`config.mk`:
```
export PLATFORM = sky130hd
export DESIGN_NAME = tx_fifo_ctrl_module
export DESIGN_NICKNAME = d
export VERILOG_FILES = /design/src/rtl/tx_fifo_ctrl_module.sv
export SDC_FILE = /design/constraint.sdc
export NUM_CORES = 1
export LEC_CHECK = 0
export ABC_AREA = 1
export BUFFER_PORTS_ARGS = -buffer_cell sky130_fd_sc_hd__buf_4
export CAP_MARGIN = 0
export CELL_PAD_IN_SITES_DETAIL_PLACEMENT = 1
export CELL_PAD_IN_SITES_GLOBAL_PLACEMENT = 2
export CORE_MARGIN = 2
export CORE_UTILIZATION = 37
export CTS_CLUSTER_SIZE = 20
export DETAILED_ROUTE_END_ITERATION = 7
export PLACE_DENSITY = 0.74
export SYNTH_ARGS = -nofsm -noshare
export SYNTH_HDL_FRONTEND = slang
export SYNTH_SLANG_ARGS = --single-unit
```
`constraint.sdc`:
```
create_clock -name CLOCK -period 2.4 [get_ports CLOCK]
set_input_delay 0.24 -clock CLOCK [delete_from_list [all_inputs] [get_ports CLOCK]]
set_output_delay 0.24 -clock CLOCK [all_outputs]
set_load 0.05 [all_outputs]
```
`src/rtl/tx_fifo_ctrl_module.sv`:
```
// Byte FIFO feeding the UART TX control stage: buffers user bytes and presents one per frame on TX_En_Sig/TX_Data.
// Optional build macro TX_FIFO_OVERFLOW_FLAG_EN adds a sticky overflow flag (Clr_Ovf / Overflow_Sig).
module tx_fifo_ctrl_module #(
    parameter int DEPTH_LOG2 = 4,
    parameter int DATA_W     = 8
) (
    input  logic                  CLOCK,
    input  logic                  RST_n,
    input  logic                  Wr_Req,
    input  logic [DATA_W-1:0]     Wr_Data,
    output logic                  Full_Sig,
    output logic                  Empty_Sig,
    output logic [DEPTH_LOG2:0]   Level,
    input  logic                  TX_Done_Sig,
    output logic                  TX_En_Sig,
    output logic [DATA_W-1:0]     TX_Data,
    output logic                  Busy_Sig
`ifdef TX_FIFO_OVERFLOW_FLAG_EN
    ,
    input  logic                  Clr_Ovf,
    output logic                  Overflow_Sig
`endif
);

    localparam int DEPTH = 1 << DEPTH_LOG2;

    typedef enum logic {IDLE, SEND} state_t;

    state_t                state_reg, state_next;
    logic [DEPTH_LOG2:0]   wr_ptr_reg, wr_ptr_next;
    logic [DEPTH_LOG2:0]   rd_ptr_reg, rd_ptr_next;
    logic [DEPTH_LOG2:0]   level_reg, level_next;
    logic                  full_reg, empty_reg;
    logic [DATA_W-1:0]     tx_data_reg;
    logic [DATA_W-1:0]     mem [DEPTH];
    logic                  wr_en, pop;

    assign wr_en = Wr_Req && !full_reg;

    always_ff @(posedge CLOCK or negedge RST_n) begin
        if (!RST_n) begin
            state_reg <= IDLE;
        end else begin
            state_reg <= state_next;
        end
    end

    // A pop loads the next frame byte; SEND only ends when Done arrives with nothing queued.
    always_comb begin
        state_next = state_reg;
        pop        = 1'b0;
        case (state_reg)
            IDLE: begin
                if (!empty_reg) begin
                    pop        = 1'b1;
                    state_next = SEND;
                end
            end
            SEND: begin
                if (TX_Done_Sig) begin
                    if (!empty_reg) begin
                        pop = 1'b1;
                    end else begin
                        state_next = IDLE;
                    end
                end
            end
        endcase
    end

    assign wr_ptr_next = wr_ptr_reg + {{DEPTH_LOG2{1'b0}}, wr_en};
    assign rd_ptr_next = rd_ptr_reg + {{DEPTH_LOG2{1'b0}}, pop};
    assign level_next  = wr_ptr_next - rd_ptr_next;

    // Flags are derived from the post-edge pointers so they are exact right after each edge.
    always_ff @(posedge CLOCK or negedge RST_n) begin
        if (!RST_n) begin
            wr_ptr_reg  <= '0;
            rd_ptr_reg  <= '0;
            level_reg   <= '0;
            empty_reg   <= 1'b1;
            full_reg    <= 1'b0;
            tx_data_reg <= '0;
        end else begin
            wr_ptr_reg <= wr_ptr_next;
            rd_ptr_reg <= rd_ptr_next;
            level_reg  <= level_next;
            empty_reg  <= (wr_ptr_next == rd_ptr_next);
            full_reg   <= (wr_ptr_next[DEPTH_LOG2] != rd_ptr_next[DEPTH_LOG2]) &&
                          (wr_ptr_next[DEPTH_LOG2-1:0] == rd_ptr_next[DEPTH_LOG2-1:0]);
            if (pop) begin
                tx_data_reg <= mem[rd_ptr_reg[DEPTH_LOG2-1:0]];
            end
        end
    end

    always_ff @(posedge CLOCK) begin
        if (wr_en) begin
            mem[wr_ptr_reg[DEPTH_LOG2-1:0]] <= Wr_Data;
        end
    end

`ifdef TX_FIFO_OVERFLOW_FLAG_EN
    logic ovf_reg;

    always_ff @(posedge CLOCK or negedge RST_n) begin
        if (!RST_n) begin
            ovf_reg <= 1'b0;
        end else if (Clr_Ovf) begin
            ovf_reg <= 1'b0;
        end else if (Wr_Req && full_reg) begin
            ovf_reg <= 1'b1;
        end
    end

    assign Overflow_Sig = ovf_reg;
`endif

    assign Full_Sig  = full_reg;
    assign Empty_Sig = empty_reg;
    assign Level     = level_reg;
    assign TX_En_Sig = (state_reg == SEND);
    assign TX_Data   = tx_data_reg;
    assign Busy_Sig  = TX_En_Sig || !empty_reg;

endmodule

```
After elaboration in Yosys (flattened, before gate mapping)

Memories as Yosys holds them, arrays and structs flattened. A register that Yosys moved wholly into a read port is not among the register bits.
Cells that the tools add are included.

Add/sub/neg operators: 3
Eq/ne operators: 3
Muxes and demuxes: 7
Bitwise gates (word level): 1
Reductions and logical operators: 6

Operators by type and width:

| operator                               | number |
|---|---|
| 5-bit by 1-bit adder with 5-bit output | 2 |
| 5-bit equality test                    | 1 |
| 1-bit two-way mux                      | 5 |
| 5-bit subtractor                       | 1 |
| 4-bit equality test                    | 1 |
| 1-bit one-hot mux with 2 select lines  | 2 |
| 1-bit zero test                        | 3 |
| 1-bit logical AND                      | 2 |
| 1-bit logical OR                       | 1 |
| 1-bit inequality test                  | 1 |
| 1-bit inverter                         | 1 |

Register bits: 18
Bits in writable memories: 128
Input port bits: 12
Output and inout port bits: 17
Word-level logic and storage cells: 27
Memories: 1

Memories:

| memory | depth | width | rd ports | clocked after Yosys merged registers in | wr ports | line | text |
|---|---|---|---|---|---|---|---|
| mem    | 16    | 8     | 1        | 1                                       | 1        | 35   | `logic [DATA_W-1:0] mem [DEPTH];` |

Longest topological paths before layout

Gate-level depths: netlist (run 1).

Word-level depth: 6
Depth in mapped cells: 16

Least setup slack after synthesis (run 1)

No wires, ideal clock.

Path type: register -> register
From: register state_reg, in the netlist TX_En_Sig
To: register level_reg[3], in the netlist Level[3]
Setup time: 0.125 ns
Data arrival time: 2.544 ns
Slack: -0.269 ns
Cell stages (with the launch flop): 15
Path through: dfrtp_1 > inv_1 > nor2_1 > nor2_1 > buf_4 > ha_1 > ha_1 > inv_1 > nand2_1 > nand2_2 > ha_1 > a31o_2 > inv_1 > o21ai_2 > xor2_1

Cells in the longest elaborated chain, start to end: 4

Ends and longest elaborated chain:

| what                                     | line | text |
|---|---|---|
| from (decl)                              | 29   | `state_t state_reg, state_next;` |
| from (signal assigned)                   | 44   | `state_reg <= state_next;` |
| 1-bit inverter                           | -    |  |
| 1-bit one-hot mux with 2 select lines *  | 52   | `case (state_reg)` |
| 5-bit by 1-bit adder with 5-bit output * | 72   | `assign rd_ptr_next = rd_ptr_reg + {{DEPTH_LOG2{1'b0}}, pop};` |
| 5-bit subtractor *                       | 73   | `assign level_next = wr_ptr_next - rd_ptr_next;` |
| net level_next[3]                        | 32   | `logic [DEPTH_LOG2:0] level_reg, level_next;` |
| to (signal assigned)                     | 87   | `level_reg <= level_next;` |
| to (decl)                                | 32   |  |

Mark *: on every way through the listed nets, which the timed path passes. The rest lies on a longest branch.

Worst setup path in the final report (run 1)

From: register full_reg, in the netlist Full_Sig
To: register level_reg[3], in the netlist Level[3]

Cells in the longest elaborated chain, start to end: 4

Ends and longest elaborated chain:

| what                                   | line | text |
|---|---|---|
| from (decl)                            | 33   | `logic full_reg, empty_reg;` |
| from (signal assigned)                 | 89   | `full_reg <= (wr_ptr_next[DEPTH_LOG2] != rd_ptr_next[DEPTH_LOG2]) &&` |
| 1-bit zero test                        | 38   | `assign wr_en = Wr_Req && !full_reg;` |
| 1-bit logical AND                      | 38   |  |
| 5-bit by 1-bit adder with 5-bit output | 71   | `assign wr_ptr_next = wr_ptr_reg + {{DEPTH_LOG2{1'b0}}, wr_en};` |
| net wr_ptr_next[2]                     | 30   | `logic [DEPTH_LOG2:0] wr_ptr_reg, wr_ptr_next;` |
| 5-bit subtractor                       | 73   |  |
| net level_next[3]                      | 32   |  |

The timed path passes the listed nets, and every way through them passes these cells.

==> results of run 1 <==
## metrics by stage
stage / total power, uW / worst slack [ps] / util [%] / hold WS [ps] / area [sq um]
3_5_place_dp: 8121 / 147.6 / 40.92 / 181.8 / 7028
5_1_grt: 11260 / 17.95 / 44.19 / 32.51 / 7591
4_1_cts: 10680 / 129.4 / 44.18 / 0.8316 / 7589
3_3_place_gp: 8007 / 238.4 / 40.92 / 173.4 / 7028
2_1_floorplan: 6750 / 53.86 / - / -55.59 / 6499
6_report: 10520 / 157.1 / 44.19 / 22.89 / 7591
## layer usage
layer / share of wire (%) / routed length [um] / vias to the layer above / track usage (%)
li1: - / - / 2046 / -
met4: 0.86 / 136 / 0 / 5.729
met2: 51 / 8057 / 70 / 31.18
met5: 0 / 0 / - / 0
met1: 45 / 7178 / 2182 / 24.43
met3: 3.2 / 506 / 8 / 4.251
## synthesized netlist by cell type
cell type  instances
dfrtp_1           25
nand4_2            1
a21boi_1           9
edfxtp_1         128
a31o_2             1
dfstp_2            1
a21oi_1            8
nand3_2            1
nand2_1          182
ha_1               7
nand2_2            8
inv_2              8
inv_1             15
xnor2_1            1
clkbuf_1           1
nor2_1            31
buf_6              7
nand3_1          103
nand4_1            5
o21ai_2            1
o21ai_0            1
xnor2_2            1
buf_4              6
xor2_1             4
buf_2             12
## cell families (layout without fill, tap and decap cells)
logic type	count (synthesis)	in the layout
AOI/OAI and AO/OA	20	20
buffers and inverters	49	111
and+or+nand+nor	331	331
adders and majority gates	7	7
DFF	154	154
xor gates and xnor gates	6	6
## power by group through the flow
stage	Clock (uW)	Sequential [uW]	Combinational, uW
3_3_place_gp	0	3670	4340
5_1_grt	2680	3680	4900
3_5_place_dp	0	3690	4430
2_1_floorplan	0	4070	2680
4_1_cts	2580	3640	4460
6_report	2510	3630	4370
## worst register-to-register path: cells and delay by family, from the launching register on
family	cells	cell delay, ps
buffers and inverters	1	60
flip-flops	1	400
adder cells (fa/ha/maj)	3	770
AO/OA/AOI/OAI	2	310
XOR/XNOR	1	130
AND/OR/NAND/NOR	3	460
## timing repair
action,CTS,global route
endpoints found under the hold margin,25,0
resized for setup,0,1
setup endpoints to repair,0,1
hold buffers,1,0
## path summary, 6_finish.rpt
| kind | slack (ps) | depth (start not counted) | to |
|---|---|---|---|
| max | 160 | 10 | Level[3] |
| min | 20 | 2 | TX_En_Sig |
| max reg2reg | 160 | 10 | Level[3] |
| min reg2reg | 490 | 1 | TX_En_Sig |
| max in group asynchronous | 1830 | 2 | Empty_Sig |
| min in group asynchronous | 270 | 2 | TX_Data[4] |
## layout make-up
class	instances	area [sq um]	area share, %
Clock inverter	15	125.1	1.648
Timing Repair Buffer	56	447.9	5.901
Clock buffer	17	425.4	5.604
Inverter	23	86.33	1.137
Sequential cell	154	4498	59.25
Tap cell	225	281.5	3.709
Multi-Input combinational cell	364	1727	22.75
==> metrics.md, run 1 <==
| Metric | Value |
|---|---|
| Outcome | `completed` |
| Post-synthesis xor/xnor area fraction | `0.9288%` |
| CP most frequent cell | `ha_1` |
| Width of the die | `between 100 and 150 um` |
| Adder-cell share of the synthesized area | `~1.4%` |
| Clk_skew | `12.15 ps` |
| CP arrival | `2560 ps` |
| Fillers | `1,866` |
| Vias in the first global route | `4,427` |
| IO Count | `29` |
| Clk pin slew, worst setup/hold paths | `60 ps` |
| Most frequent cells in the layout | `nand2_1, edfxtp_1, nand3_1` |
| Worst reg2reg path startpoint | `Full_Sig` |
| Drt first-iter violations | `226` |
| First-pass GRT wire length | `approximately 25,000 um` |
| Antenna violations before repair | `0` |
| Hold Crit Class | `input pin to register` |
| Switching part of the total | `41.15%` |
| TritonCTS Buffers | `17` |
| Worst-skew pair later-pin latency | `430 ps` |
| MaxCap Viol Count | `0` |
| Remaining antenna violation count | `0` |
| Core Region | `17,180 sq um` |
| CP Capture Type | `register` |
| Pint | `6189 uW` |
| Ranking of synthesized cells by area | `edfxtp_1, nand2_1, dfrtp_1` |
| Mapped Area | `6466 sq um` |
| Net count, final | `roughly 640` |
| Relative slew slack | `52.12%` |
| GR Util All Layers | `18.72%` |
| HPWL after detailed placement | `roughly 11,000 um` |
| Setup TNS | `0 ps` |
| # diodes | `0` |
| Per-instance average area after synthesis | `11.40 sq um` |
| Area Overhead vs Synth | `17.40%` |
| Flop pwr share | `34.6%` |
| Critical path class | `register to register` |
| Seq/Total Area, Yosys | `between 60 and 70%` |
| Slew Viols, Final | `0` |
| Die H | `136.2 um` |
| Simple-gate share of the synthesized area | `21.94%` |
| Seq cells post-synth | `154` |
| Power Density | `roughly 1400 nW/um^2` |
| TritonRoute pass-1 iters | `5` |
| Worst vdd ir | `0.6309 mV` |
| LEAKAGE | `0.002992 uW` |
| CP Cell Sequence | `nor2_2 > ha_1 > ha_1 > nor2_1 > nor2_1 > ha_1 > a31o_2 > inv_1 > o21ai_2 > xor2_1` |
| Largest register FFs | `between 100 and 150` |
| Rows | `48` |
| Starting density of the core | `between 30% and 40%` |
| Final GP Congestion | `0.7287` |
| Combinational power share | `about two fifths` |
| Peak Freq | `~450 MHz` |
| Grt ovf | `0` |
| DR vias | `4,306` |
| Proportion of synthesized area in mux cells | `0%` |
| DRC | `0` |
| Bufs and invs on worst path | `1` |
| Highest-delay cell along the critical path | `dfrtp_1` |
| Die area | `roughly 19,000 sq um` |
| Cells after Synth | `between 500 and 600` |
| Post-synth cell types | `25` |
| Final Hold Fails | `0` |
| Critical-path maximum fanout | `4` |
| Dpl cells | `821` |
| Post-CTS setup buffer count | `0` |
| Clock network power share | `23.9%` |
| CP max stage delay | `400 ps` |
| Share of cells above drive strength 1 | `18.12%` |
| Hold_sp | `TX_Done_Sig` |
| Max clock buf depth | `2` |
| Post-synthesis compound-gate area fraction | `2.012%` |
| IO buf count | `28` |
| Most common cell after layout, fill and taps aside | `nand2_1` |
| RSZ-0062 raised after global routing | `no` |
| Worst-margin pin slew | `718.3 ps` |
| Biggest area consumer among synthesized cells | `edfxtp_1` |
| Wirelength per Cell | `18.59 um` |
| Clk root buf | `clkbuf_16` |
| Final non-filler cell total | `854` |
| Minimum clock period | `around 2200 ps` |
| Delay-heaviest family, CP | `adder cells` |
| CTS tree | `yes` |
| Final setup viols | `0` |
| Post-synth top area share | `~59%` |
| Final wirelength | `15,880 um` |
| Startpoint types | `register` |
| Pin count of the biggest net entering global routing | `65` |
| Syn_nets | `a little under 600` |
| Synthesis Warnings | `0` |
| Crit path required time | `around 2700 ps` |
| H-tree Lvls | `4` |
| Mean number of vias per cell | `between 5 and 6` |
| NetSw | `4327 uW` |
| Combinational family with the most area after synthesis | `simple AND/OR/NAND/NOR gates` |
| Final period utilization | `93.46%` |
| Critical Path Source | `Full_Sig` |
| Clk sink count | `154` |
Power figures use the tool's default switching activity.
==> run 2, diff against run 1 <==
--- a/config.mk
+++ b/config.mk
@@ -6,7 +6,7 @@
 export NUM_CORES = 1
 export LEC_CHECK = 0
 export ABC_AREA = 1
-export BUFFER_PORTS_ARGS = -buffer_cell sky130_fd_sc_hd__buf_4
+export BUFFER_PORTS_ARGS = -buffer_cell sky130_fd_sc_hd__buf_2
 export CAP_MARGIN = 0
 export CELL_PAD_IN_SITES_DETAIL_PLACEMENT = 1
 export CELL_PAD_IN_SITES_GLOBAL_PLACEMENT = 2
==> run 2 against run 1 <==
  * Core utilization shrank 0.49 points
  * Sequential power is essentially flat
  * Cell area shrank 1.1%
  * Fmax rose by 2.4%
  * Via count is 0.44% lower
  * Non-clock buffer count is the same
  * Critical endpoint unchanged
==> metrics.md, run 2 (synthesis results as in run 1) <==
| Metric | Value |
|---|---|
| Startpoint types | `register` |
| Hold Path Stages | `2` |
| Fillers | `1,889` |
| Worst reg2reg path startpoint | `Full_Sig` |
| Worst vdd ir | `between 0.6 and 0.7 mV` |
| Crit path required time | `about 2700 ps` |
| Highest-delay cell along the critical path | `dfrtp_1` |
| Final wirelength | `15,940 um` |
| Switching part of the total | `41.37%` |
| Largest register FFs | `128` |
| Rows | `between 40 and 50` |
| Worst-case reg-to-reg path depth | `10` |
| Flop pwr share | `a little over a third` |
| Clk root buf | `clkbuf_16` |
| Remaining antenna violation count | `0` |
| Minimum clock period | `2191 ps` |
| Worst-margin pin slew | `between 600 and 700 ps` |
| CP Cell Sequence | `nor2_2 > ha_2 > ha_1 > nor2_1 > nor2_1 > ha_1 > a31o_2 > inv_1 > o21ai_2 > xor2_1` |
| Pre-CTS setup slack | `~130 ps` |
| Delay-heaviest family, CP | `adder cells` |
| Worst setup margin | `209.4 ps` |
| Max clock buf depth | `2` |
| DR vias | `between 4k and 5k` |
| Vias in the first global route | `4,495` |
| Multi-input logic area | `1729 sq um` |
| Share of cells above drive strength 1 | `17.65%` |
| NetSw | `4290 uW` |
| HPWL after detailed placement | `approximately 10,000 um` |
| Hold Crit Endpoint | `TX_En_Sig` |
| Drt first-iter violations | `207` |
| Starting density of the core | `37.65%` |
| Final Hold Fails | `0` |
| Hold Crit Class | `input pin to register` |
| Pin count of the biggest net entering global routing | `66` |
| Core Region | `17,180 sq um` |
| Die H | `136.2 um` |
| Combinational power share | `41.3%` |
| Clk pin slew, worst setup/hold paths | `60 ps` |
| CP max stage delay | `390 ps` |
| Post-CTS setup buffer count | `0` |
| Critical path class | `register to register` |
| CP arrival | `2500 ps` |
| Antenna violations before repair | `0` |
| H-tree Lvls | `4` |
| Net count, final | `635` |
| # diodes | `0` |
| GR Util All Layers | `18.75%` |
| Setup TNS | `0 ps` |
| Width of the die | `136.2 um` |
| Pint | `6080 uW` |
| Hold_sp | `TX_Done_Sig` |
| Most frequent cells in the layout | `nand2_1, edfxtp_1, nand3_1` |
| TritonCTS Buffers | `17` |
| Bufs and invs on worst path | `1` |
| Clk_skew | `10.89 ps` |
| Slew Viols, Final | `0` |
| MaxCap Viol Count | `0` |
| Final setup viols | `0` |
| LEAKAGE | `0.002948 uW` |
| DRC | `0` |
| Register area | `4498 sq um` |
| CTS tree | `yes` |
| Most common cell after layout, fill and taps aside | `nand2_1` |
| Clock network power share | `23.7%` |
| Die area | `around 19,000 sq um` |
| Critical-path maximum fanout | `4` |
| RSZ-0062 raised after global routing | `no` |
| Final core utilization | `a little over two fifths` |
| First-pass GRT wire length | `roughly 25,000 um` |
| IO buf count | `28` |
| Clk sink count | `~150` |
| TritonRoute pass-1 iters | `4` |
| R2r endpoint | `Level[3]` |
| Grt ovf | `0` |
| Power Density | `1381 nW/um^2` |
| Peak Freq | `456.5 MHz` |
| IO Count | `29` |
| CP Capture Type | `register` |
| Final GP Congestion | `roughly 0.75` |
| Outcome | `completed` |
| Relative slew slack | `between 50% and 60%` |
| Area Overhead vs Synth | `16.10%` |
| Wirelength per Cell | `between 15 and 20 um` |
| Worst-skew pair later-pin latency | `420 ps` |
| Mean number of vias per cell | `5.020` |
| Final period utilization | `91.28%` |
| Reg2Reg Setup Slack | `between 200 and 250 ps` |
[run 2: final cells by class]
class	instances	share of cell area (%)
inverter	23	1.150
tap	225	3.750
timing repair buffer	56	5.033
clock buffer	18	5.717
sequential	154	59.92
clock inverter	14	1.400
multi-input combinational	364	23.03
[run 2: worst max-delay path by stage]
stage                     slack, ps  cells after the start  endpoint      from
final                           210                     10  Level[3]  Full_Sig
after global routing             50                     10  Level[3]  Full_Sig
after CTS                       120                     10  Level[3]  Full_Sig
after detailed placement        130                     10  Level[3]  Full_Sig
after global placement          260                     10  Level[3]  Full_Sig
after floorplan                  50                     11  Level[3]  Full_Sig
[run 2: power by group through the flow]
stage,registers [uW],clock network [uW],logic [uW]
final,3630,2450,4290
after global routing,3680,2620,4800
after CTS,3640,2520,4380
after detailed placement,3690,0,4340
after global placement,3660,0,4270
after floorplan,4070,0,2680
[run 2: metrics by stage]
step | total power [uW] | hold WS [ps] | std cells | instance area [sq um]
final | 10370 | 29.98 | 854 | 7507
after global routing | 11100 | 44.35 | 854 | 7507
after CTS | 10530 | 9.451 | 854 | 7502
after detailed placement | 8027 | 293.3 | 821 | 6958
after global placement | 7932 | 280.5 | 821 | 6958
after floorplan | 6750 | -55.59 | 567 | 6499
[run 2: routing by layer]
layer  share of wire, %  vias up  global-route usage (%)
li1                   -     2047                       -
met3                3.9       17                   3.542
met4                1.4        0                   7.002
met2                 48       70                   30.40
met1                 46     2153                   25.10
met5                  0        -                       0
[run 2: worst register-to-register path: cells and delay by family, from the launching register on]
kind                       cells  cell delay [ps]
AOI/OAI and AO/OA              2              300
buffers and inverters          1               60
DFF                            1              390
and+or+nand+nor                3              440
adders and majority gates      3              760
xor gates and xnor gates       1              130
[run 2: timing repair]
action                                  4_1_cts  5_1_grt
hold endpoints to repair                     25        0
hold buffers                                  1        0
resized for setup                             0        2
endpoints found under the setup margin        0        1
